`src/rtl/uart_rx.sv`:
```
// UART receiver: 2-flop synchroniser, start-edge detect with baud
// generator re-phase pulse, and a tick-driven frame FSM
// (start / data / optional parity / stop).
module uart_rx #(
  parameter int UART_SIZE = 8
) (
  input  logic                 clk,
  input  logic                 reset,
  input  logic                 baud_tick,
  output logic                 phase_accum_reset,
  output logic [UART_SIZE-1:0] rx_data,
  input  logic                 parity_enable,
  input  logic                 parity_type,
  output logic                 crc_error,
  output logic                 stop_error,
  input  logic                 RX
);

  // Counter holds 0..UART_SIZE-1 data-bit indices.
  localparam int CW = (UART_SIZE < 2) ? 1 : $clog2(UART_SIZE);

  typedef enum logic [2:0] {IDLE, START, DATA, PARITY, STOP} state_t;

  state_t               state;
  logic                 rx_s1, rx_s2, rx_prev;
  logic                 fall;
  logic [UART_SIZE-1:0] shift_reg, shift_nxt;
  logic [CW-1:0]        bit_cnt;
  logic                 pen_l, ptype_l, par_err;

  // Synchroniser plus history flop; preset high so reset never looks like an edge.
  always_ff @(posedge clk) begin
    if (!reset) begin
      rx_s1   <= 1'b1;
      rx_s2   <= 1'b1;
      rx_prev <= 1'b1;
    end else begin
      rx_s1   <= RX;
      rx_s2   <= rx_s1;
      rx_prev <= rx_s2;
    end
  end

  assign fall = rx_prev & ~rx_s2;

  // New bit enters at the MSB so the first bit received ends up at bit 0.
  if (UART_SIZE == 1) begin : g_shift1
    assign shift_nxt = rx_s2;
  end else begin : g_shiftn
    assign shift_nxt = {rx_s2, shift_reg[UART_SIZE-1:1]};
  end

  // Frame FSM; outputs update only when a stop bit is sampled.
  always_ff @(posedge clk) begin
    if (!reset) begin
      state             <= IDLE;
      rx_data           <= '0;
      crc_error         <= 1'b0;
      stop_error        <= 1'b0;
      phase_accum_reset <= 1'b0;
      shift_reg         <= '0;
      bit_cnt           <= '0;
      pen_l             <= 1'b0;
      ptype_l           <= 1'b0;
      par_err           <= 1'b0;
    end else begin
      phase_accum_reset <= 1'b0;
      case (state)
        IDLE: begin
          // Ticks are ignored here; only a fresh falling edge starts a frame.
          if (fall) begin
            phase_accum_reset <= 1'b1;
            pen_l             <= parity_enable;
            ptype_l           <= parity_type;
            state             <= START;
          end
        end
        START: begin
          if (baud_tick) begin
            if (!rx_s2) begin
              bit_cnt <= '0;
              state   <= DATA;
            end else begin
              state <= IDLE;  // glitch, not a real start bit
            end
          end
        end
        DATA: begin
          if (baud_tick) begin
            shift_reg <= shift_nxt;
            bit_cnt   <= bit_cnt + 1'b1;
            if (bit_cnt == CW'(UART_SIZE - 1))
              state <= pen_l ? PARITY : STOP;
          end
        end
        PARITY: begin
          if (baud_tick) begin
            // Even: required bit is XOR of data; odd: its inverse.
            par_err <= rx_s2 ^ (ptype_l ? ^shift_reg : ~^shift_reg);
            state   <= STOP;
          end
        end
        STOP: begin
          if (baud_tick) begin
            rx_data    <= shift_reg;
            stop_error <= ~rx_s2;
            crc_error  <= pen_l & par_err;
            state      <= IDLE;
          end
        end
        default: state <= IDLE;
      endcase
    end
  end

endmodule

```
`config.mk`:
```
export PLATFORM = sky130hd
export DESIGN_NAME = uart_rx
export DESIGN_NICKNAME = d
export VERILOG_FILES = /design/src/rtl/uart_rx.sv
export SDC_FILE = /design/constraint.sdc
export NUM_CORES = 1
export LEC_CHECK = 0
export BUFFER_PORTS_ARGS = -buffer_cell sky130_fd_sc_hd__buf_4
export CAP_MARGIN = 15
export CORE_MARGIN = 2
export CORE_UTILIZATION = 26
export CTS_CLUSTER_SIZE = 28
export DETAILED_ROUTE_END_ITERATION = 6
export GPL_ROUTABILITY_DRIVEN = 1
export PLACE_DENSITY = 0.47
export SYNTH_ARGS = -nofsm -noshare
export SYNTH_HDL_FRONTEND = slang
export SYNTH_SLANG_ARGS = --single-unit
```
`constraint.sdc`:
```
create_clock -name clk -period 1.79 [get_ports clk]
set_input_delay 0.179 -clock clk [delete_from_list [all_inputs] [get_ports clk]]
set_output_delay 0.179 -clock clk [all_outputs]
set_load 0.02 [all_outputs]
```
==> out/qor.csv, run 1 <==
stage,metric,value,unit
setup_path,reg2reg_to,state[1],
synth,post_synth_num_cell_types,37,
synth,yosysSeqAreaShare,46.0,%
route,totalWireLength,2.78,mm
route,wl_met3,132,um
global_routing,antenna_found_initial,0,
synth,synth_area_leaders,"dfxtp_1 (46%), nand2_1 (11%), a21oi_1 (7.1%), nor2_1 (3.3%), xnor2_1 (3.2%)",
setup_path,crit_fanout,4,
clock_network,cts_sinks,31,
floorplanning,fp.dieH,76.0,um
final_layout,fin_util,32.3,%
synth,syn_area,1350,um2
setup_path,worst_setup_path_end_kind,flip-flop,
timing,grt_setup_unrepaired,false,
global_routing,grt_overflow,0,
route,drt_iter0_drc,46,
clock_network,htreeDepth,2,
synth,synth_edf_count,0,
synth,synth_area_leader_cell,dfxtp_1,
route,drt-vias-per-instance,4.39,
setup_path,start_kind,flip-flop,
route,vias,1062,
clock_network,clockBufferDepth,2,
worst_hold_path,min_from,RX,
timing,setup_tns,0,ns
final_layout,diodes,0,
synth,ys_top_cells_by_count,"nand2_1 (38), dfxtp_1 (31), a21oi_1 (19), nor2_1 (12), xnor2_1 (5)",
timing,worstMarginPinSlew,0.447,ns
power_and_ir_drop,ir_drop,407,uV
global_routing,track_usage,10.4,%
clock_network,ctsResizeCount,0,
worst_hold_path,hp-class,input pin to flip-flop,
flow_run,cap_violations,0,
timing,drv_slew,0,
global_routing,grt_pass1_wl,4.66,mm
floorplanning,coreArea,5040,um2
route,wl_met2,1.30,mm
final_layout,drive_above_1_share,20.3,%
setup_path,r2r_start,bit_cnt[0],
route,wire_per_inst,11.5,um
setup_path,critical_path_class,flip-flop to flip-flop,
synth,synth_fp_nets,160,
synth,yosysMostFrequentCell,nand2_1,
clock_network,insertion_delay,0.28,ns
clock_network,cts_setup_buffers,0,
timing,min_period_over_period,96.2,%
timing,fin_skew,0.00363,ns
route,topRoutingLayerUsed,met4,
floorplanning,start_util,26.7,%
timing,hold_viol,0,
timing,max_freq,581,MHz
synth,synth-seq-cells,31,
final_layout,fin_nets,180,
floorplanning,rows,26,
floorplanning,dieWidth,76.0,um
setup_path,reg2reg_depth,6,
synth,ys.flop_type,dfxtp_1,
synth,synth_area_per_cell,8.87,um2
placed_design,routabilityCongestion,0.797,
setup_path,reg2reg_slack,0.07,ns
floorplanning,dieArea,5780,um2
setup_path,critPathRequiredTime,2.01,ns
clock_network,root_buffer,clkbuf_8,
power_and_ir_drop,powerDensity,835,nW/um2
status,status,finished clean,
route,drtAntennaViolNets,0,
route,drtPass1Iterations,4,
synth,async_flop_share,0,%
global_routing,grt_pass1_vias,1008,
setup_path,crit_arrival,1.94,ns
route,wl_met1,1.34,mm
route,drc_errors,0,
placed_design,portBuffers,16,
clock_network,cts.reportedPaths.clkPinSlew,0.06,ns
synth,ys.warnings.count,0,
power_and_ir_drop,p_leak,0.623,nW
clock_network,cts_tree,built,
timing,min_period,1.72,ns
timing,setup_viol,0,
clock_network,holdBufCountCts,0,
global_routing,grt_max_degree,29,
synth,syn-instance-count,152,
clock_network,cts_buffers,5,
worst_hold_path,hold_path_depth,2,
floorplanning,ioPinCount,17,
timing,relSlewSlack,70.2,%
worst_hold_path,hold_end,rx_s1,
synth,synth_top_area_share,46.0,%
placed_design,dp_hpwl,1.93,mm
final_layout,areaGrowthSynthToFinish,20.6,%
## critical path, cell delays in order, from the launching register on
cell and delay, ns:
dfxtp_1 0.32, ha_1 0.20, ha_1 0.17, a211o_1 0.29, o32ai_2 0.20, mux2_2 0.39
nor2_1 0.09
## area by class of cell
| class | instances | area, um2 |
|---|---|---|
| clock buffer | 6 | 82.6 |
| clock inverter | 1 | 5.00 |
| fill | 544 | 3420 |
| inverter | 4 | 28.8 |
| multi-input combinational | 110 | 652 |
| sequential | 31 | 621 |
| tap | 70 | 87.6 |
| timing repair buffer | 20 | 150 |
## through the flow
| stage | setup WS, ns | instance area [um2] | instances | total power, mW | hold WS (ns) |
|---|---|---|---|---|---|
| CTS | 0.0602 | 1630 | 242 | 1.38 | 0.0761 |
| global route | 0.00203 | 1630 | 242 | 1.42 | 0.0729 |
| finish | 0.0687 | 1630 | 242 | 1.36 | 0.0818 |
| floorplan | 0.182 | 1350 | 152 | 0.799 | 0.252 |
| global placement | 0.142 | 1540 | 235 | 0.821 | 0.364 |
| detailed placement | 0.0914 | 1540 | 235 | 0.825 | 0.370 |
## power breakdown
group	internal (mW)	switching, mW	total, mW
Clock	0.301	0.249	0.550
Combinational	0.0458	0.0434	0.0893
Sequential	0.700	0.0193	0.719
## worst max-delay path by stage
stage | slack, ns | depth (start not counted) | startpoint | endpoint
2_1_floorplan | 0.18 | 6 | bit_cnt[0] | state[1]
3_3_place_gp | 0.14 | 6 | bit_cnt[0] | state[1]
3_5_place_dp | 0.09 | 6 | bit_cnt[0] | state[1]
4_1_cts | 0.06 | 6 | bit_cnt[0] | state[1]
5_1_grt | 0.002 | 6 | bit_cnt[0] | state[1]
6_report | 0.07 | 6 | bit_cnt[0] | state[1]
## routing by layer
metal | vias to the layer above | global-route usage (%)
li1 | 549 | -
met1 | 489 | 13.0
met2 | 22 | 15.7
met3 | 2 | 4.74
met4 | 0 | 3.64
met5 | - | 0
## cells in the final DEF, fill, tap and decap left out, types with 2 or more instances in the layout
master	instances
dfxtp_1	31
nand2_1	38
a22oi_1	2
o21ai_0	2
mux2i_1	4
ha_1	2
a21oi_1	19
nand2b_1	3
nor2_1	12
nand3_1	2
inv_1	3
clkbuf_8	6
nor3_1	2
buf_4	20
xnor2_1	5
## kinds of logic (layout without fill, tap and decap cells)
family / count (synthesis) / after routing / synth area share, %
AND/OR/NAND/NOR: 67 / 67 / 23.3
XOR/XNOR: 7 / 7 / 5.84
buffers and inverters: 11 / 31 / 5.66
AO/OA/AOI/OAI: 29 / 29 / 13.5
multiplexers: 5 / 5 / 3.80
flip-flops: 31 / 31 / 46.0
adder cells (fa/ha/maj): 2 / 2 / 1.85
No activity file was read; power rests on OpenSTA's default activity.
==> run 2, diff against run 1 <==
CORE_UTILIZATION = 55   (was 26)
PLACE_DENSITY = 0.81   (was 0.47)
SKIP_LAST_GASP = 1   (was not set)
==> run 2 against run 1 <==
Against the previous run: sequential share of layout area grew 1.7 points; worst setup slack gained 0.044 ns; global-route usage grew 12 points; clock skew grew 0.010 ns; clock-buffer cell count grew 1; combinational power grew 22%; via count grew 1.8%; total power shrank 12%; final cell count shrank 17%; non-clock buffer count grew 1; maximum frequency grew 2.6%; critical endpoint unchanged; largest cell class unchanged; highest routed layer unchanged.
==> out/qor.csv, run 2 (synthesis results as in run 1) <==
stage,metric,value,unit,change
clock_network,clockBufferDepth,2,,unchanged
setup_path,reg2reg_depth,6,,unchanged
final_layout,multiInputGateArea,663,um2,was 652 um2
clock_network,cts_tree,built,,unchanged
placed_design,dp_hpwl,1.88,mm,was 1.93 mm
power_and_ir_drop,clkPwrFrac,31.4,%,was 40.5%
placed_design,routabilityCongestion,0.830,,was 0.797
setup_path,start_kind,flip-flop,,unchanged
power_and_ir_drop,p_seq_share,59.5,%,was 52.9%
floorplanning,start_util,59.3,%,was 26.7%
global_routing,grt_overflow,0,,unchanged
setup_path,critPathRequiredTime,2.05,ns,was 2.01 ns
timing,setup_tns,0,ns,unchanged
final_layout,mostFrequentLayoutCells,"nand2_1 (38), dfxtp_1 (31), buf_4 (21)",,"was nand2_1 (38), dfxtp_1 (31), buf_4 (20)"
route,totalWireLength,2.63,mm,was 2.78 mm
setup_path,r2r_start,bit_cnt[0],,unchanged
timing,worstMarginPinSlew,0.451,ns,was 0.447 ns
setup_path,crit_fanout,4,,unchanged
clock_network,cts_buffers,5,,unchanged
global_routing,grt_max_degree,29,,unchanged
timing,setup_viol,0,,unchanged
setup_path,reg2reg_slack,0.11,ns,was 0.07 ns
setup_path,reg2reg_to,state[1],,unchanged
final_layout,fill_cells,189,,was 544
power_and_ir_drop,p_int,0.907,mW,was 1.05 mW
power_and_ir_drop,p_leak,0.612,nW,was 0.623 nW
route,drtAntennaViolNets,0,,unchanged
setup_path,cp_slowest_cell,mux2_2,,unchanged
route,vias,1081,,was 1062
timing,drv_slew,0,,unchanged
placed_design,placed_cells,194,,was 235
final_layout,layout_commonest_cell,nand2_1,,unchanged
clock_network,cts_sinks,31,,unchanged
global_routing,antenna_found_initial,0,,unchanged
clock_network,htreeDepth,2,,unchanged
worst_hold_path,hold_end,rx_s1,,unchanged
timing,max_freq,596,MHz,was 581 MHz
route,drt_iter0_drc,14,,was 46
placed_design,portBuffers,16,,unchanged
global_routing,grt_pass1_vias,1029,,was 1008
power_and_ir_drop,p_comb_share,9.1,%,was 6.6%
setup_path,worst_setup_path_end_kind,flip-flop,,unchanged
route,drt-vias-per-instance,5.35,,was 4.39
clock_network,root_buffer,clkbuf_4,,was clkbuf_8
timing,min_period,1.68,ns,was 1.72 ns
route,drtPass1Iterations,4,,unchanged
global_routing,track_usage,22.0,%,was 10.4%
power_and_ir_drop,ir_drop,691,uV,was 407 uV
clock_network,holdBufCountCts,0,,unchanged
setup_path,path_common_cell,ha_1,,unchanged
route,wire_per_inst,13.0,um,was 11.5 um
timing,relSlewSlack,69.9,%,was 70.2%
final_layout,final_cell_count_no_fill,202,,was 242
setup_path,path_cells,"ha_1, ha_1, a211o_1, o32ai_4, mux2_2, nor2_1",,"was ha_1, ha_1, a211o_1, o32ai_2, mux2_2, nor2_1"
timing,grt_setup_unrepaired,false,,unchanged
final_layout,areaGrowthSynthToFinish,15.3,%,was 20.6%
power_and_ir_drop,power.switching,0.293,mW,was 0.312 mW
worst_hold_path,hold_path_depth,2,,unchanged
clock_network,cts.reportedPaths.clkPinSlew,0.09,ns,was 0.06 ns
timing,min_period_over_period,93.7,%,was 96.2%
route,drc_errors,0,,unchanged
floorplanning,fp.dieH,53.5,um,was 76.0 um
setup_path,crit_family,compound AO/OA/AOI/OAI gates,,unchanged
power_and_ir_drop,powerDensity,771,nW/um2,was 835 nW/um2
clock_network,insertion_delay,0.33,ns,was 0.28 ns
global_routing,grt_pass1_wl,4.38,mm,was 4.66 mm
setup_path,crit_buf_inv,0,,unchanged
floorplanning,dieWidth,53.5,um,was 76.0 um
status,status,finished clean,,unchanged
flow_run,cap_violations,0,,unchanged
power_and_ir_drop,p_sw_share,24.4,%,was 22.9%
worst_hold_path,min_from,RX,,unchanged
setup_path,critical_path_class,flip-flop to flip-flop,,unchanged
floorplanning,ioPinCount,17,,unchanged
setup_path,slowest_delay,0.37,ns,was 0.39 ns
final_layout,drive_above_1_share,20.1,%,was 20.3%
floorplanning,dieArea,2860,um2,was 5780 um2
final_layout,diodes,0,,unchanged
timing,hold_viol,0,,unchanged
floorplanning,rows,17,,was 26
final_layout,fin_nets,181,,was 180
final_layout,regArea,621,um2,unchanged
floorplanning,coreArea,2280,um2,was 5040 um2
setup_path,crit_arrival,1.94,ns,about the same
timing,fin_skew,0.0138,ns,was 0.00363 ns
worst_hold_path,hp-class,input pin to flip-flop,,unchanged
-- run 2: changes by cell type in the layout (fill, tap and decap cells not counted) --
cell,before,now
buf_4,20,21
clkbuf_1,0,2
clkbuf_4,0,5
clkbuf_8,6,0
o32ai_2,1,0
o32ai_4,0,1
-- run 2: how the worst max path moves through the flow --
stage / start / to / slack [ns] / depth (start not counted)
2_1_floorplan: bit_cnt[0] / state[1] / 0.18 / 6
3_3_place_gp: bit_cnt[0] / state[1] / 0.16 / 6
3_5_place_dp: bit_cnt[0] / state[1] / 0.11 / 6
4_1_cts: bit_cnt[0] / state[1] / 0.08 / 6
5_1_grt: bit_cnt[0] / state[1] / 0.03 / 6
6_report: bit_cnt[0] / state[1] / 0.11 / 6
-- run 2: power by group through the flow --
stage          registers, mW  logic, mW  clock network [mW]
4_1_cts                0.713      0.102               0.387
2_1_floorplan          0.722     0.0773                   0
5_1_grt                0.716      0.119               0.418
3_5_place_dp           0.730      0.101                   0
6_report               0.713      0.109               0.377
3_3_place_gp           0.728     0.0961                   0
-- run 2: area by class of cell --
cell class | count | area share, %
Clock buffer | 7 | 2.90
Timing Repair Buffer | 21 | 10.1
Sequential cell | 31 | 39.9
Clock inverter | 1 | 0.322
Tap cell | 28 | 2.25
Multi-Input combinational cell | 110 | 42.6
Inverter | 4 | 1.85
-- run 2: metrics by stage --
step | utilization [%] | hold WS [ns] | instance area (um2) | worst slack [ns] | power (mW)
finish | 68.3 | 0.0344 | 1560 | 0.113 | 1.20
global route | 68.3 | 0.0378 | 1560 | 0.0277 | 1.25
CTS | 67.8 | 0.0253 | 1540 | 0.0781 | 1.20
detailed placement | 65.6 | 0.367 | 1490 | 0.113 | 0.831
global placement | 65.6 | 0.360 | 1490 | 0.161 | 0.824
floorplan | - | 0.252 | 1350 | 0.182 | 0.799
-- run 2: per-layer routing --
metal  part of all wire [%]  wire [um]  track usage (%)
met1                     44       1170             26.6
met2                     50       1320             35.6
met3                    4.0        106             5.93
met4                    1.4         37             11.1
met5                      0          0                0
-- run 2: timing repair --
action | CTS | global route
gates resized for setup | 0 | 1
setup buffers | 0 | 0
setup endpoints to repair | 0 | 1
